`src/rtl/wifi_mem_arbiter_if.sv`:
```
// Bus bundle between the WIFI address decoder / PHY stream engine and the
// sample-memory arbiter, including the single-port memory interface.
interface wifi_mem_arbiter_if #(
   parameter int ADDR_SLIC = 10,
   parameter int DATA_W    = 32
);
   logic                 ahb_req_wr;
   logic                 ahb_req_rd;
   logic [ADDR_SLIC-1:0] ahb_addr;
   logic [DATA_W-1:0]    ahb_wdata;
   logic [DATA_W-1:0]    ahb_rdata;
   logic                 ahb_ready;
   logic                 ahb_err;
   logic                 ahb_err_clr;

   logic                 phy_req;
   logic                 phy_we;
   logic [ADDR_SLIC-1:0] phy_addr;
   logic [DATA_W-1:0]    phy_wdata;
   logic                 phy_gnt;
   logic                 phy_rvalid;
   logic [DATA_W-1:0]    phy_rdata;

   logic                 mem_en;
   logic                 mem_we;
   logic [ADDR_SLIC-1:0] mem_addr;
   logic [DATA_W-1:0]    mem_wdata;
   logic [DATA_W-1:0]    mem_rdata;

   // Arbiter view
   modport slave (
      input  ahb_req_wr, ahb_req_rd, ahb_addr, ahb_wdata, ahb_err_clr,
      input  phy_req, phy_we, phy_addr, phy_wdata,
      input  mem_rdata,
      output ahb_rdata, ahb_ready, ahb_err,
      output phy_gnt, phy_rvalid, phy_rdata,
      output mem_en, mem_we, mem_addr, mem_wdata
   );

   // Requester / memory view
   modport master (
      output ahb_req_wr, ahb_req_rd, ahb_addr, ahb_wdata, ahb_err_clr,
      output phy_req, phy_we, phy_addr, phy_wdata,
      output mem_rdata,
      input  ahb_rdata, ahb_ready, ahb_err,
      input  phy_gnt, phy_rvalid, phy_rdata,
      input  mem_en, mem_we, mem_addr, mem_wdata
   );
endinterface

```
`src/rtl/wifi_mem_arbiter.sv`:
```
// Single-port WIFI sample memory arbiter: PHY stream has default priority, AHB wait bounded.
// Optional macro WIFI_ARB_STATS_EN adds the ahb_stall_cnt[15:0] stall statistics output.
module wifi_mem_arbiter #(
   parameter int ADDR_SLIC  = 10,
   parameter int DATA_W     = 32,
   parameter int MEM_RD_LAT = 1,
   parameter int MAX_WAIT   = 4
) (
   input  logic               HCLK,
   input  logic               HRESETn,
   wifi_mem_arbiter_if.slave  bus
`ifdef WIFI_ARB_STATS_EN
   ,
   output logic [15:0]        ahb_stall_cnt
`endif
);

   localparam logic [3:0] MAX_W = 4'(MAX_WAIT);

   typedef enum logic [1:0] {A_IDLE, A_PEND, A_RDWAIT} a_state_t;

   a_state_t             a_state;
   logic                 pend_we;
   logic [ADDR_SLIC-1:0] pend_addr;
   logic [DATA_W-1:0]    pend_wdata;
   logic [3:0]           wait_cnt;

   logic [MEM_RD_LAT-1:0] rd_vld_p;
   logic [MEM_RD_LAT-1:0] rd_ahb_p;

   logic ahb_strobe;
   logic ahb_gnt;
   logic phy_gnt_c;
   logic rd_issue;
   logic ret_vld;
   logic ret_ahb;

   assign ahb_strobe = bus.ahb_req_wr | bus.ahb_req_rd;
   assign ahb_gnt    = (a_state == A_PEND) && (!bus.phy_req || (wait_cnt == MAX_W));
   assign phy_gnt_c  = bus.phy_req && !ahb_gnt;
   assign rd_issue   = (ahb_gnt && !pend_we) || (phy_gnt_c && !bus.phy_we);

   assign bus.phy_gnt = phy_gnt_c;

   always_comb begin
      bus.mem_en    = ahb_gnt | phy_gnt_c;
      bus.mem_we    = 1'b0;
      bus.mem_addr  = '0;
      bus.mem_wdata = '0;
      if (ahb_gnt) begin
         bus.mem_we    = pend_we;
         bus.mem_addr  = pend_addr;
         bus.mem_wdata = pend_wdata;
      end else if (phy_gnt_c) begin
         bus.mem_we    = bus.phy_we;
         bus.mem_addr  = bus.phy_addr;
         bus.mem_wdata = bus.phy_wdata;
      end
   end

   // Read tag pipeline: stage 0 is loaded at issue, the last stage lines up with mem_rdata
   always_ff @(posedge HCLK or negedge HRESETn) begin
      if (!HRESETn) begin
         rd_vld_p <= '0;
         rd_ahb_p <= '0;
      end else begin
         rd_vld_p <= MEM_RD_LAT'({rd_vld_p, rd_issue});
         rd_ahb_p <= MEM_RD_LAT'({rd_ahb_p, ahb_gnt});
      end
   end

   assign ret_vld = rd_vld_p[MEM_RD_LAT-1];
   assign ret_ahb = rd_ahb_p[MEM_RD_LAT-1];

   assign bus.phy_rvalid = ret_vld && !ret_ahb;
   assign bus.phy_rdata  = bus.mem_rdata;

   // Pending address/data only matter while a_state says the slot is live
   always_ff @(posedge HCLK) begin
      if ((a_state == A_IDLE) && ahb_strobe) begin
         pend_addr  <= bus.ahb_addr;
         pend_wdata <= bus.ahb_wdata;
      end
   end

   always_ff @(posedge HCLK or negedge HRESETn) begin
      if (!HRESETn) begin
         a_state       <= A_IDLE;
         pend_we       <= 1'b0;
         wait_cnt      <= '0;
         bus.ahb_ready <= 1'b1;
         bus.ahb_rdata <= '0;
      end else begin
         case (a_state)
            A_IDLE: begin
               if (ahb_strobe) begin
                  pend_we       <= bus.ahb_req_wr;
                  a_state       <= A_PEND;
                  bus.ahb_ready <= 1'b0;
               end
            end
            A_PEND: begin
               if (ahb_gnt) begin
                  if (pend_we) begin
                     a_state       <= A_IDLE;
                     bus.ahb_ready <= 1'b1;
                  end else begin
                     a_state <= A_RDWAIT;
                  end
               end
            end
            A_RDWAIT: begin
               if (ret_vld && ret_ahb) begin
                  bus.ahb_rdata <= bus.mem_rdata;
                  bus.ahb_ready <= 1'b1;
                  a_state       <= A_IDLE;
               end
            end
            default: a_state <= A_IDLE;
         endcase

         if (ahb_gnt)
            wait_cnt <= '0;
         else if ((a_state == A_PEND) && (wait_cnt != MAX_W))
            wait_cnt <= wait_cnt + 4'd1;
      end
   end

   // A fresh protocol error outranks a clear in the same cycle
   always_ff @(posedge HCLK or negedge HRESETn) begin
      if (!HRESETn)
         bus.ahb_err <= 1'b0;
      else if (ahb_strobe && (a_state != A_IDLE))
         bus.ahb_err <= 1'b1;
      else if (bus.ahb_err_clr)
         bus.ahb_err <= 1'b0;
   end

`ifdef WIFI_ARB_STATS_EN
   always_ff @(posedge HCLK or negedge HRESETn) begin
      if (!HRESETn)
         ahb_stall_cnt <= '0;
      else if (bus.ahb_err_clr)
         ahb_stall_cnt <= '0;
      else if (!bus.ahb_ready && (ahb_stall_cnt != 16'hFFFF))
         ahb_stall_cnt <= ahb_stall_cnt + 16'd1;
   end
`endif

endmodule

```
`src/flat_wrapper.sv`:
```
// flat-port wrapper written by rule: the top's interface ports become plain ports
module wifi_mem_arbiter_flat 
#(
   parameter int ADDR_SLIC  = 10,
   parameter int DATA_W     = 32,
   parameter int MEM_RD_LAT = 1,
   parameter int MAX_WAIT   = 4
)
  (HCLK, HRESETn, bus_ahb_req_wr, bus_ahb_req_rd, bus_ahb_addr, bus_ahb_wdata, bus_ahb_err_clr, bus_phy_req, bus_phy_we, bus_phy_addr, bus_phy_wdata, bus_mem_rdata, bus_ahb_rdata, bus_ahb_ready, bus_ahb_err, bus_phy_gnt, bus_phy_rvalid, bus_phy_rdata, bus_mem_en, bus_mem_we, bus_mem_addr, bus_mem_wdata);
  wifi_mem_arbiter_if #(.ADDR_SLIC(ADDR_SLIC), .DATA_W(DATA_W)) bus_i ();
  input  logic HCLK;
  input  logic HRESETn;
  input wire logic [$bits(bus_i.ahb_req_wr)-1:0] bus_ahb_req_wr;
  input wire logic [$bits(bus_i.ahb_req_rd)-1:0] bus_ahb_req_rd;
  input wire logic [$bits(bus_i.ahb_addr)-1:0] bus_ahb_addr;
  input wire logic [$bits(bus_i.ahb_wdata)-1:0] bus_ahb_wdata;
  input wire logic [$bits(bus_i.ahb_err_clr)-1:0] bus_ahb_err_clr;
  input wire logic [$bits(bus_i.phy_req)-1:0] bus_phy_req;
  input wire logic [$bits(bus_i.phy_we)-1:0] bus_phy_we;
  input wire logic [$bits(bus_i.phy_addr)-1:0] bus_phy_addr;
  input wire logic [$bits(bus_i.phy_wdata)-1:0] bus_phy_wdata;
  input wire logic [$bits(bus_i.mem_rdata)-1:0] bus_mem_rdata;
  output wire logic [$bits(bus_i.ahb_rdata)-1:0] bus_ahb_rdata;
  output wire logic [$bits(bus_i.ahb_ready)-1:0] bus_ahb_ready;
  output wire logic [$bits(bus_i.ahb_err)-1:0] bus_ahb_err;
  output wire logic [$bits(bus_i.phy_gnt)-1:0] bus_phy_gnt;
  output wire logic [$bits(bus_i.phy_rvalid)-1:0] bus_phy_rvalid;
  output wire logic [$bits(bus_i.phy_rdata)-1:0] bus_phy_rdata;
  output wire logic [$bits(bus_i.mem_en)-1:0] bus_mem_en;
  output wire logic [$bits(bus_i.mem_we)-1:0] bus_mem_we;
  output wire logic [$bits(bus_i.mem_addr)-1:0] bus_mem_addr;
  output wire logic [$bits(bus_i.mem_wdata)-1:0] bus_mem_wdata;
  assign bus_i.ahb_req_wr = bus_ahb_req_wr;
  assign bus_i.ahb_req_rd = bus_ahb_req_rd;
  assign bus_i.ahb_addr = bus_ahb_addr;
  assign bus_i.ahb_wdata = bus_ahb_wdata;
  assign bus_i.ahb_err_clr = bus_ahb_err_clr;
  assign bus_i.phy_req = bus_phy_req;
  assign bus_i.phy_we = bus_phy_we;
  assign bus_i.phy_addr = bus_phy_addr;
  assign bus_i.phy_wdata = bus_phy_wdata;
  assign bus_i.mem_rdata = bus_mem_rdata;
  assign bus_ahb_rdata = bus_i.ahb_rdata;
  assign bus_ahb_ready = bus_i.ahb_ready;
  assign bus_ahb_err = bus_i.ahb_err;
  assign bus_phy_gnt = bus_i.phy_gnt;
  assign bus_phy_rvalid = bus_i.phy_rvalid;
  assign bus_phy_rdata = bus_i.phy_rdata;
  assign bus_mem_en = bus_i.mem_en;
  assign bus_mem_we = bus_i.mem_we;
  assign bus_mem_addr = bus_i.mem_addr;
  assign bus_mem_wdata = bus_i.mem_wdata;
  wifi_mem_arbiter #(.ADDR_SLIC(ADDR_SLIC), .DATA_W(DATA_W), .MEM_RD_LAT(MEM_RD_LAT), .MAX_WAIT(MAX_WAIT)) u_core (.HCLK(HCLK), .HRESETn(HRESETn), .bus(bus_i));
endmodule
```
`config.mk`:
```
export PLATFORM = sky130hd
export DESIGN_NAME = wifi_mem_arbiter_flat
export DESIGN_NICKNAME = d
export VERILOG_FILES = /design/src/rtl/wifi_mem_arbiter_if.sv /design/src/rtl/wifi_mem_arbiter.sv /design/src/flat_wrapper.sv
export SDC_FILE = /design/constraint.sdc
export NUM_CORES = 1
export LEC_CHECK = 0
export ABC_AREA = 1
export CAP_MARGIN = 20
export CORE_MARGIN = 2
export CORE_UTILIZATION = 30
export DETAILED_ROUTE_END_ITERATION = 7
export GPL_ROUTABILITY_DRIVEN = 1
export GPL_TIMING_DRIVEN = 0
export HOLD_SLACK_MARGIN = 0.03
export PLACE_DENSITY_LB_ADDON = 0.08
export SLEW_MARGIN = 0
export SYNTH_ARGS = -nofsm -noshare
export SYNTH_HDL_FRONTEND = slang
export SYNTH_SLANG_ARGS = --single-unit
```
`constraint.sdc`:
```
create_clock -name HCLK -period 3 [get_ports HCLK]
set_clock_uncertainty 0.15 [all_clocks]
set_input_delay 0.45 -clock HCLK [delete_from_list [all_inputs] [get_ports HCLK]]
set_output_delay 0.45 -clock HCLK [all_outputs]
set_load 0.005 [all_outputs]
```
======== After elaboration in Yosys (flattened, before gate mapping) ========
Cells that the tools add are included.
storage, ports and cells
  bits in registers ....................... 85
  input port bits ......................... 123
  output and inout bits ................... 112
  logic and storage cells ................. 66
cells by class
  add/subtract/negate cells ............... 1
  eq/ne operators ......................... 8
  muxes and demuxes ....................... 20
  bitwise gates (word level) .............. 2
  reduce and logical (&&, ||, !) cells .... 25
operators with widths
  kind                                            count
  2-to-1 mux 32 bit                               2
  2-to-1 mux 10 bit                               2
  logical AND 1 bit                               9
  2-to-1 mux 1 bit                                8
  2-to-1 mux 2 bit                                4
  2-to-1 mux 4 bit                                2
  != test 2 x 1 -> 1 bit (second input constant)  4
  case mux 2 bit (3 select lines)                 1
  nonzero test 2 bit                              3
  zero test 1 bit                                 5
  AND reduction 5 bit                             1
  adder 4 x 1 -> 4 bit (second input constant)    1
  == test 4 x 3 -> 1 bit (second input constant)  1
  != test 4 x 3 -> 1 bit (second input constant)  1
  AND reduction 2 bit                             2
  case mux 1 bit (3 select lines)                 1
  AND reduction 3 bit                             1
  nonzero test 3 bit                              1
  == test 2 x 1 -> 1 bit (second input constant)  1
  == test 2 bit (second input constant)           1
  zero test 2 bit                                 1
  logical OR 1 bit                                2
  bitwise OR 1 bit                                2

======== Logic depth before layout (Yosys ltp) ========
  depth after elaboration ................. 7
  mapped depth ............................ 10
  mapped depth without buffers ............ 9

======== Worst setup path before layout ========
No wires, ideal clock.
  path kind ............................... register -> register
  start point ............................. register u_core.a_state[0]
  end point ............................... register u_core.pend_addr[0], enable pin
  setup time .............................. 0.443 ns
  data arrival time ....................... 2.523 ns
  data required time ...................... 2.407 ns
  slack ................................... -0.116 ns
  stages on the path, launching flop included .. 5
  buffers on the path ..................... 0
  clock period less this slack ............ 3.116 ns
  cell sequence ........................... dfrtp_1 inv_1 ha_1 inv_1 nor2_1
on the way
  word-level cells in the longest chain between the ends .. 2
RTL lines
  what                    RTL line                 RTL
  from (decl)             wifi_mem_arbiter.sv:22   a_state_t a_state;
  from (signal assigned)  wifi_mem_arbiter.sv:88   a_state <= A_IDLE;
  from (signal assigned)  wifi_mem_arbiter.sv:98   a_state <= A_PEND;
  from (signal assigned)  wifi_mem_arbiter.sv:105  a_state <= A_IDLE;
  zero test 2 bit         wifi_mem_arbiter.sv:80   if ((a_state == A_IDLE) && ahb_strobe) begin
  logical AND 1 bit       wifi_mem_arbiter.sv:80
  to (signal assigned)    wifi_mem_arbiter.sv:81   pend_addr <= bus.ahb_addr;
  to (decl)               wifi_mem_arbiter.sv:24   logic [ADDR_SLIC-1:0] pend_addr;
No other way between the ends.
A chain may end at the register's enable or synchronous reset.

======== Worst setup path in the final report ========
  start point ............................. register u_core.a_state[1]
  end point ............................... output port bus_mem_wdata[19]
on the way
  word-level cells in the longest chain between the ends .. 6
RTL lines
  what                      RTL line                RTL
  == test 2 x 1 -> 1 bit *  wifi_mem_arbiter.sv:39  assign ahb_gnt = (a_state == A_PEND) && (!bus.phy_req || (wait_cnt == MAX_W));
  logical AND 1 bit *       wifi_mem_arbiter.sv:39
  zero test 1 bit           wifi_mem_arbiter.sv:40  assign phy_gnt_c = bus.phy_req && !ahb_gnt;
  logical AND 1 bit         wifi_mem_arbiter.sv:40
  2-to-1 mux 32 bit         wifi_mem_arbiter.sv:54  end else if (phy_gnt_c) begin
  2-to-1 mux 32 bit *       wifi_mem_arbiter.sv:50  if (ahb_gnt) begin
  to (decl)                 flat_wrapper.sv:32      output wire logic [$bits(bus_i.mem_wdata)-1:0] bus_mem_wdata;
Every way passes the cells marked *; elsewhere a longest branch is shown, timed or not.

==> results.json <==
{
  "status": "finished clean",
  "tightest_slew_ps": 346.1,
  "synth.largest_area_cell": "edfxtp_1",
  "hp-start": "u_core.bus.ahb_ready",
  "slowest_delay_ps": 520,
  "async_flop_share_pct": 50.59,
  "use_met2_pct": 24.38,
  "required_ps": 2400,
  "cts_tree": "built",
  "syn_inst": 353,
  "fin_crit_ps": 2885,
  "gr-usage-met3_pct": 5.426,
  "grt_max_degree": 36,
  "cts_buffers": 9,
  "drt_iter0_markers": 53,
  "crit_path_start_kind": "flop",
  "drive_gt1_share_pct": 17.66,
  "syn2layout_area_growth_pct": 75.64,
  "drt.antenna.violating_nets": 0,
  "met1_usage_pct": 16.23,
  "yosys-top-cells-area": "edfxtp_1 (32%), dfrtp_1 (27%), nand2_1 (13%), mux2_2 (7.0%), buf_4 (6.2%)",
  "initial_utilization_pct": 30.78,
  "chipHeight_um": 117.8,
  "track_usage_pct": 14.37,
  "crit_type": "reg2out",
  "synth.top_cell.area_share_pct": 32.47,
  "vias_per_cell": 4.190,
  "clkTransAtPathRegs_ps": 60,
  "post-cts-setup-buffers": 0,
  "yosys-top-cells-count": "nand2_1 (137), dfrtp_1 (42), edfxtp_1 (42)",
  "crit_chain": "inv_1 > ha_1 > buf_2 > nand2_4 > nand2_2 > inv_2 > buf_2 > nand2_1 > nand2_1 > clkdlybuf4s50_1",
  "synth_most_common_cell": "nand2_1",
  "end_kind": "primary output",
  "syn_avg_cell_area_um2": 11.00,
  "cp_slowest_cell": "clkdlybuf4s50_1",
  "ys_warn_count": 0,
  "drt_first_pass_iters": 4,
  "dp_hpwl_mm": 7.906,
  "worstPathMaxFanout": 10,
  "die_w_um": 117.8,
  "leakagePower_uw": 0.002922,
  "hold_viol": 0,
  "antenna_found_initial": 0,
  "nFillCells": 1166,
  "drcViolationCount": 0,
  "multi_input_area_mm2": 0.001156,
  "hold_ws_ps": 311.7,
  "totalWireLength_mm": 10.07,
  "slew_viol_final": 0,
  "cts-root-buf": "clkbuf_16",
  "ios": 235,
  "dieArea_mm2": 0.01387,
  "grt-busiest-layer": "met2",
  "fin_crit_sh_pct": 96.15,
  "ir_drop_uv": 333.2,
  "design.core.area_mm2": 0.01262,
  "cp.arrival_ps": 2280,
  "ys_ff_latch": 85,
  "rrSetupSlack_ps": 1130,
  "final_nets": 729,
  "drt-wirelength-per-cell_um": 12.94,
  "grt_overflow_total": 0,
  "maxSlewHeadroom_pct": 76.93,
  "cts_num_sinks": 85,
  "vias": 3260,
  "setup_violations": 0,
  "final-instance-count-excl-fill": 778,
  "io_buffers": 234,
  "rows": 41,
  "grt_pass1_wl_mm": 15.99,
  "syn-cell-area_mm2": 0.003884,
  "seqCellArea_mm2": 0.002338,
  "min_path_type": "reg2reg",
  "h-tree-depth": 3,
  "dp_cells": 761,
  "ys_types": 29,
  "ys_seq_area_share_pct": 60.21,
  "maxCapViolCount": 0,
  "gp_congestion": 0.7484,
  "fmax_mhz": 346.7,
  "clkLatencyLatePin_ps": 330,
  "final_core_util_pct": 54.06,
  "syn_nets": 481,
  "startpoint": "u_core.a_state[1]",
  "cts_buffer_depth": 2,
  "grt_setup_unrepaired": "yes",
  "synth-main-ff-cell": "edfxtp_1",
  "power_density_mw_per_mm2": 781.7,
  "antenna_cells": 0,
  "synth_edf_count": 42,
  "grt_pass1_vias": 3242,
  "r2r_start": "u_core.a_state[1]"
}
critical path: cells and delay by family (launching register included):
family | cells | cell delay, ps
flip-flops | 1 | 370
buffers and inverters | 5 | 1120
AND/OR/NAND/NOR | 4 | 300
adder cells (fa/ha/maj) | 1 | 170
cells by family (layout without fill, tap and decap cells):
family          after synthesis  after routing  share of synthesized area [%]
simple gates                163            163                          17.30
flops                        85             85                          60.21
buf+inv                      59            312                          10.21
mux                          32             32                          9.278
compound gates                8              8                          1.160
fa+ha+maj                     5              5                          1.611
xor+xnor                      1              1                         0.2256
per-layer routing:
metal	wire length, um	vias to the layer above
met5	0	-
met4	185	0
met3	1058	13
met2	4749	160
met1	4071	1475
li1	-	1612
registers in the layout, summed over array words and instances (netlist names):
name	cells
u_core.rd_vld_p	1
u_core.bus.ahb_rdata	32
u_core.wait_cnt	4
u_core.rd_ahb_p	1
u_core.pend_we	1
u_core.pend_addr	10
u_core.pend_wdata	32
u_core.bus.ahb_ready	1
u_core.a_state	2
u_core.bus.ahb_err	1
final cells by class:
cell class / instances / area share, %
multi-input cells: 209 / 16.95
repair buffers: 237 / 35.00
clock buffers: 14 / 4.549
flip-flops and latches: 85 / 34.28
inverters: 14 / 0.7887
well taps: 172 / 3.155
plain buffers: 45 / 5.136
clock inverters: 2 / 0.1467
worst paths after layout:
kind,end,cells after the start
hold reg to reg,u_core.bus.ahb_ready,2
setup reg to reg,u_core.pend_wdata[30],5
min in group asynchronous,u_core.bus.ahb_rdata[18],2
setup / recovery,bus_mem_wdata[19],10
max in group asynchronous,u_core.bus.ahb_ready,3
hold / removal,u_core.bus.ahb_ready,2
power by group:
group / switching, uW / internal, uW / leakage [uW] / total (uW)
clock: 438 / 714 / 0.000162 / 1150
combinational: 903 / 1350 / 0.00185 / 2260
sequential: 188 / 1740 / 0.000912 / 1920
repair_timing:
item,in CTS,in global routing
gates resized for setup,0,4
setup endpoints to repair,0,35
endpoints found under the hold margin,13,0
hold buffers,1,0
cells in the final DEF, fill, tap and decap left out, types with 3 or more instances in the layout:
| cell type | netlist | final |
|---|---|---|
| buf_4 | 32 | 33 |
| nand3_1 | 4 | 4 |
| nor2_1 | 4 | 3 |
| clkbuf_16 | 0 | 11 |
| o21ai_0 | 4 | 4 |
| buf_2 | 9 | 7 |
| buf_12 | 1 | 3 |
| clkinv_2 | 1 | 3 |
| dfrtp_1 | 42 | 42 |
| clkdlybuf4s50_1 | 0 | 233 |
| mux2_2 | 24 | 24 |
| nand2_2 | 11 | 11 |
| clkbuf_4 | 0 | 3 |
| mux2_1 | 8 | 8 |
| ha_1 | 5 | 5 |
| nand2_1 | 137 | 137 |
| edfxtp_1 | 42 | 42 |
| inv_1 | 12 | 12 |
per-stage QoR:
stage	setup TNS (ps)	power, uW	area (um^2)	setup WS, ps
after global routing	-354.5	5682	6822	-34.72
after global placement	-7431	4177	6444	-176.4
after CTS	0	5419	6814	20.28
after floorplan	0	2860	3886	580.7
final	0	5333	6822	115.5
after detailed placement	0	4239	6484	66.80
Note: power is estimated with default switching activity, not from simulation.
